<file path="src/rtl/ctrl_sequencer.sv">
// Decode-stage control unit that expands CALL/RET/RTI/interrupt entry into per-beat stack micro-ops.
// Optional stall-cycle counter output enabled by defining CTRL_STALL_CNT_EN.
module ctrl_sequencer #(
    parameter int unsigned OPCODE_W = 5,
    parameter int unsigned PC_W     = 32,
    parameter int unsigned DATA_W   = 16,
    parameter int unsigned ALU_W    = 4
) (
    input  logic                              clk,
    input  logic                              reset,
    input  logic [OPCODE_W-1:0]               opcode,
    input  logic                              instr_valid,
    input  logic                              stall_in,
    input  logic                              intr_req,
    output logic                              reg_write,
    output logic                              mem_read,
    output logic                              mem_write,
    output logic                              mem_or_reg,
    output logic                              update_status,
    output logic                              imm_or_reg,
    output logic [ALU_W-1:0]                  alu_control,
    output logic [1:0]                        sp_op,
    output logic [1:0]                        carry_flag,
    output logic                              branch_flag,
    output logic                              pc_control,
    output logic                              private_reg_write,
    output logic [$clog2(PC_W/DATA_W+1)-1:0]  beat_idx,
    output logic                              fetch_stall,
    output logic                              busy,
`ifdef CTRL_STALL_CNT_EN
    output logic [15:0]                       stall_cycles,
`endif
    output logic                              intr_ack
);

    localparam int unsigned BEATS  = PC_W / DATA_W;
    localparam int unsigned BEAT_W = $clog2(BEATS + 1);

    localparam logic [1:0] SP_PUSH = 2'b01;
    localparam logic [1:0] SP_POP  = 2'b10;

    localparam logic [OPCODE_W-1:0] OP_SETC = OPCODE_W'(5'b00001);
    localparam logic [OPCODE_W-1:0] OP_CLRC = OPCODE_W'(5'b00010);
    localparam logic [OPCODE_W-1:0] OP_ADD  = OPCODE_W'(5'b01000);
    localparam logic [OPCODE_W-1:0] OP_LDD  = OPCODE_W'(5'b10000);
    localparam logic [OPCODE_W-1:0] OP_STD  = OPCODE_W'(5'b10001);
    localparam logic [OPCODE_W-1:0] OP_PUSH = OPCODE_W'(5'b10010);
    localparam logic [OPCODE_W-1:0] OP_POP  = OPCODE_W'(5'b10011);
    localparam logic [OPCODE_W-1:0] OP_JMP  = OPCODE_W'(5'b10100);
    localparam logic [OPCODE_W-1:0] OP_CALL = OPCODE_W'(5'b11000);
    localparam logic [OPCODE_W-1:0] OP_RET  = OPCODE_W'(5'b11001);
    localparam logic [OPCODE_W-1:0] OP_RTI  = OPCODE_W'(5'b11010);

    typedef enum logic [2:0] {IDLE, PUSH_PC, POP_PC, PUSH_FLG, POP_FLG, JUMP} state_t;

    typedef struct packed {
        logic             reg_write;
        logic             mem_read;
        logic             mem_write;
        logic             mem_or_reg;
        logic             update_status;
        logic             imm_or_reg;
        logic [ALU_W-1:0] alu_control;
        logic [1:0]       sp_op;
        logic [1:0]       carry_flag;
        logic             branch_flag;
        logic             pc_control;
        logic             private_reg_write;
        logic             fetch_stall;
        logic             busy;
        logic             intr_ack;
    } ctrl_t;

    state_t            state, state_n;
    logic [BEAT_W-1:0] beat, beat_n;
    logic              is_rti, is_rti_n;
    ctrl_t             ctrl, ctrl_n;
    logic              last_beat;

    assign last_beat = (beat == BEAT_W'(BEATS - 1));

    // Next state and the control word that describes it; a stall freezes everything.
    always_comb begin
        state_n  = state;
        beat_n   = beat;
        is_rti_n = is_rti;
        ctrl_n   = ctrl;
        if (!stall_in) begin
            beat_n = '0;
            ctrl_n = '0;
            case (state)
                IDLE: begin
                    if (intr_req) begin
                        state_n = PUSH_FLG;
                    end else if (instr_valid) begin
                        if (opcode == OP_CALL) begin
                            state_n  = PUSH_PC;
                        end else if (opcode == OP_RET || opcode == OP_RTI) begin
                            state_n  = POP_PC;
                            is_rti_n = (opcode == OP_RTI);
                        end
                    end
                end
                PUSH_FLG: state_n = PUSH_PC;
                PUSH_PC: begin
                    if (last_beat) state_n = JUMP;
                    else           beat_n  = beat + BEAT_W'(1);
                end
                POP_PC: begin
                    if (!last_beat)  beat_n  = beat + BEAT_W'(1);
                    else if (is_rti) state_n = POP_FLG;
                    else             state_n = JUMP;
                end
                POP_FLG: state_n = JUMP;
                default: state_n = IDLE;
            endcase

            case (state_n)
                PUSH_FLG: begin
                    ctrl_n.mem_write = 1'b1;
                    ctrl_n.sp_op     = SP_PUSH;
                    ctrl_n.intr_ack  = 1'b1;
                end
                PUSH_PC: begin
                    ctrl_n.mem_write = 1'b1;
                    ctrl_n.sp_op     = SP_PUSH;
                end
                POP_PC: begin
                    ctrl_n.mem_read = 1'b1;
                    ctrl_n.sp_op    = SP_POP;
                end
                POP_FLG: begin
                    ctrl_n.mem_read          = 1'b1;
                    ctrl_n.sp_op             = SP_POP;
                    ctrl_n.update_status     = 1'b1;
                    ctrl_n.private_reg_write = 1'b1;
                end
                JUMP: ctrl_n.pc_control = 1'b1;
                default: begin
                    // Single-cycle decode only for an instruction actually accepted from IDLE.
                    if (state == IDLE && !intr_req && instr_valid) begin
                        case (opcode)
                            OP_SETC: begin
                                ctrl_n.update_status = 1'b1;
                                ctrl_n.carry_flag    = 2'b11;
                            end
                            OP_CLRC: begin
                                ctrl_n.update_status = 1'b1;
                                ctrl_n.carry_flag    = 2'b10;
                            end
                            OP_ADD: begin
                                ctrl_n.reg_write     = 1'b1;
                                ctrl_n.alu_control   = ALU_W'(1);
                                ctrl_n.update_status = 1'b1;
                            end
                            OP_LDD: begin
                                ctrl_n.mem_read   = 1'b1;
                                ctrl_n.mem_or_reg = 1'b1;
                                ctrl_n.reg_write  = 1'b1;
                                ctrl_n.imm_or_reg = 1'b1;
                            end
                            OP_STD: begin
                                ctrl_n.mem_write  = 1'b1;
                                ctrl_n.imm_or_reg = 1'b1;
                            end
                            OP_PUSH: begin
                                ctrl_n.mem_write = 1'b1;
                                ctrl_n.sp_op     = SP_PUSH;
                            end
                            OP_POP: begin
                                ctrl_n.mem_read   = 1'b1;
                                ctrl_n.sp_op      = SP_POP;
                                ctrl_n.reg_write  = 1'b1;
                                ctrl_n.mem_or_reg = 1'b1;
                            end
                            OP_JMP:  ctrl_n.branch_flag = 1'b1;
                            default: ;
                        endcase
                    end
                end
            endcase
            ctrl_n.fetch_stall = (state_n != IDLE);
            ctrl_n.busy        = (state_n != IDLE);
        end
    end

    always_ff @(posedge clk or posedge reset) begin
        if (reset) begin
            state  <= IDLE;
            beat   <= '0;
            is_rti <= 1'b0;
            ctrl   <= '0;
        end else begin
            state  <= state_n;
            beat   <= beat_n;
            is_rti <= is_rti_n;
            ctrl   <= ctrl_n;
        end
    end

`ifdef CTRL_STALL_CNT_EN
    // Saturating count of cycles in which fetch is held or downstream is stalled.
    always_ff @(posedge clk or posedge reset) begin
        if (reset)                                                stall_cycles <= '0;
        else if ((ctrl.fetch_stall || stall_in) && stall_cycles != 16'hFFFF) stall_cycles <= stall_cycles + 16'd1;
    end
`endif

    assign reg_write         = ctrl.reg_write;
    assign mem_read          = ctrl.mem_read;
    assign mem_write         = ctrl.mem_write;
    assign mem_or_reg        = ctrl.mem_or_reg;
    assign update_status     = ctrl.update_status;
    assign imm_or_reg        = ctrl.imm_or_reg;
    assign alu_control       = ctrl.alu_control;
    assign sp_op             = ctrl.sp_op;
    assign carry_flag        = ctrl.carry_flag;
    assign branch_flag       = ctrl.branch_flag;
    assign pc_control        = ctrl.pc_control;
    assign private_reg_write = ctrl.private_reg_write;
    assign beat_idx          = beat;
    assign fetch_stall       = ctrl.fetch_stall;
    assign busy              = ctrl.busy;
    assign intr_ack          = ctrl.intr_ack;

endmodule

</file>
<file path="config.mk">
export PLATFORM = sky130hd
export DESIGN_NAME = ctrl_sequencer
export DESIGN_NICKNAME = d
export VERILOG_FILES = /design/src/rtl/ctrl_sequencer.sv
export SDC_FILE = /design/constraint.sdc
export NUM_CORES = 1
export LEC_CHECK = 0
export ABC_AREA = 1
export BUFFER_PORTS_ARGS = -buffer_cell sky130_fd_sc_hd__buf_2
export CAP_MARGIN = 20
export CORE_UTILIZATION = 23
export DETAILED_ROUTE_END_ITERATION = 6
export GPL_TIMING_DRIVEN = 0
export HOLD_SLACK_MARGIN = 0.1
export PLACE_DENSITY = 0.43
export SLEW_MARGIN = 25
export SYNTH_ARGS = -nofsm -noshare
export SYNTH_HDL_FRONTEND = slang
export SYNTH_SLANG_ARGS = --single-unit
</file>
<file path="constraint.sdc">
create_clock -name clk -period 4.1 [get_ports clk]
set_input_delay 0.615 -clock clk [delete_from_list [all_inputs] [get_ports clk]]
set_output_delay 0.615 -clock clk [all_outputs]
set_load 0.01 [all_outputs]
</file>
==> results_dict.tcl <==
set metrics [dict create \
    status "completed" \
    track_usage_pct 10.9 \
    reg2reg_setup_slack_ps 2510 \
    endpoint_kind "register" \
    seq_area_frac_synth_pct 43.2 \
    largest_reg_flops 3 \
    rsz0062_at_grt "false" \
    core_mm2 0.00524 \
    syn_to_final_growth_pct 23.7 \
    routed_wl_um 3080 \
    ctsHoldBuffers 0 \
    ys_seq_elements 22 \
    ys.flop_type "dfrtp_1" \
    finalHoldViolations 0 \
    regMostFlops "state" \
    grt_util_met2_pct 18.0 \
    cts_setup_buffers 0 \
    first_pass_iters 4 \
    cts_tree "built" \
    port_buffers 27 \
    std_cell_rows 26 \
    max-vdd-ir-drop_uv 224 \
    synth_enable_flop_cells 0 \
    slew_headroom_pct 42.9 \
    cp.arrival_ps 1760 \
    async_reset_ff_share_pct 100 \
    yosysMostFrequentCell "nand2_1" \
    setup-tns-final_ps 0 \
    finalCritPeriodShare_pct 39.0 \
    final_max_slew_viol_count 0 \
    dpl.hpwl_um 2380 \
    drive_gt1_share_pct 30.8 \
    synth_top_area_share_pct 43.2 \
    power_leakage_uw 0.000839 \
    cts_made_buffers 3 \
    cts_num_sinks 22 \
    drc 0 \
    cp_max_fo 5 \
    synth_commonest_cells "nand2_1 (53), dfrtp_1 (22), inv_1 (14)" \
    grt_most_used_layer "met2" \
    reg2reg_to "update_status$_DFFE_PP0N_" \
    grt_use_met1_pct 14.9 \
    critPathRequiredTime_ps 4260 \
    io_pins 32 \
    cp-start-kind "input port" \
    tightest_slew_ps 856 \
    grt_pass1_vias 1097 \
    synth_area_per_cell_um2 7.73 \
    yosys.area.top_type "dfrtp_1" \
    grt_first_pass_wirelength_um 5060 \
    total_power_uw 940 \
    grt_max_degree 23 \
    final_util_pct 30.1 \
    endpoint "busy$_DFFE_PP0N_" \
    hold_path.class "reg2reg" \
    routedWlPerCell_um 11.5 \
    setup_viol 0 \
    ant_nets 0 \
    layout_min_cycle_time_ps 1600 \
    avgViaCountPerCell 4.20 \
    final_nets 209 \
    drtIter0Drc 39 \
    cp_slowest_cell "nand2_1" \
    fp.dieH_um 76.5 \
    critPathMostFrequentCell "nand2_1" \
    antenna_cells 0 \
    yosys_warnings 0 \
    clockRootBuffer "clkbuf_8" \
    synth_area_mm2 0.00127 \
    clk_pin_slew_ps 90 \
    path_cells "buf_2, inv_1, nand2_1, nand2_1, nand2_1, nand2_1, nand2_1, nand2_1, nand2_2, nand2_4, nor2_4, nand3_2, o21ai_2, inv_2" \
    place.gp.congestion 0.742 \
    r2r_cells 9 \
    fmax_mhz 625 \
    slowest_delay_ps 120 \
    htree_levels 1 \
    crit_type "in2reg" \
    vias 1125 \
    cp-startpoint "opcode[1]" \
    clk-insertion-delay-late_ps 260 \
    grtUsageMet3_pct 1.56 \
    chipWidth_um 76.5 \
    r2r-start "state[0]$_DFFE_PP0N_" \
    dieArea_mm2 0.00585 \
    antenna_found_initial 0 \
    yosysUniqueCellTypes 31 \
    p_per_area_mw_per_mm2 596 \
    synth_cells 165 \
    placed_area_mm2 0.00151 \
    gr-total-overflow 0 \
    clockBufferDepth 2 \
    maxCapViolCount 0 \
    cts_resized 0 \
    synthTopCellsByArea "dfrtp_1 (43%), nand2_1 (16%), inv_1 (4.1%)" \
    design_area_mm2 0.00158 \
    fin_skew_ps 5.13 \
    start_util_pct 24.3 \
]
[report_power, final]
group	switching, µW	internal, µW
combinational	256	156
sequential	45.2	275
clock	77.4	130
[placed cells by master, fill, tap and decap left out, types with 2 or more instances in the layout]
master,n
nand2_1,53
buf_2,28
dfrtp_1,22
inv_1,14
nor2_1,11
inv_2,7
o21ai_1,5
nand3_1,5
o21ai_0,4
nand2_2,4
buf_4,4
clkbuf_1,3
nor3_1,3
nand3_2,3
nand4_1,3
a21oi_1,3
conb_1,3
clkbuf_8,3
nand2_4,2
o21ai_2,2
o21bai_2,2
o21bai_1,2
o41ai_1,2
[cell families after synthesis]
kind of cell	count (synthesis)	share of synthesized area [%]
flops	22	43.2
other cells	1	0.294
compound gates	23	12.2
buf+inv	29	9.81
simple gates	90	34.5
[metal layers]
layer  share of wire (%)  vias to the layer above
met5                   0                        -
met2                  46                       23
li1                    -                      587
met4                0.65                        0
met3                 3.2                        4
met1                  50                      511
[worst min-delay path by stage]
stage	from	endpoint	slack (ps)	depth (start not counted)
after global placement	sp_op[1]$_DFFE_PP0N_	sp_op[1]$_DFFE_PP0N_	460	2
final	pc_control$_DFFE_PP0N_	pc_control$_DFFE_PP0N_	480	2
after CTS	pc_control$_DFFE_PP0N_	pc_control$_DFFE_PP0N_	490	2
after global routing	mem_or_reg$_DFFE_PP0N_	mem_or_reg$_DFFE_PP0N_	500	2
after floorplan	is_rti$_DFFE_PP0P_	is_rti$_DFFE_PP0P_	490	2
after detailed placement	pc_control$_DFFE_PP0N_	pc_control$_DFFE_PP0N_	460	2
[final cells by class]
cell class                      instances  area (µm²)
Buffer                                  8        46.3
Fill cell                             564        3660
Tap cell                               70        87.6
Clock buffer                            3        41.3
Sequential cell                        22         551
Multi-Input combinational cell        116         607
Timing Repair Buffer                   27         135
Inverter                               21        78.8
Clock inverter                          1        30.0
[worst max-delay path, delay by kind of cell]
family / cells / cell delay, ps
and+or+nand+nor: 10 / 880
AOI/OAI and AO/OA: 1 / 80
buffers and inverters: 3 / 180
[per-stage QoR]
stage / instances / setup WS [ps] / hold slack (ps)
2_1_floorplan: 167 / 2520 / 487
3_3_place_gp: 264 / 2220 / 462
3_5_place_dp: 264 / 2210 / 464
4_1_cts: 268 / 2480 / 489
5_1_grt: 268 / 2330 / 504
6_report: 268 / 2500 / 484
Note: power is estimated with default switching activity, not from simulation.
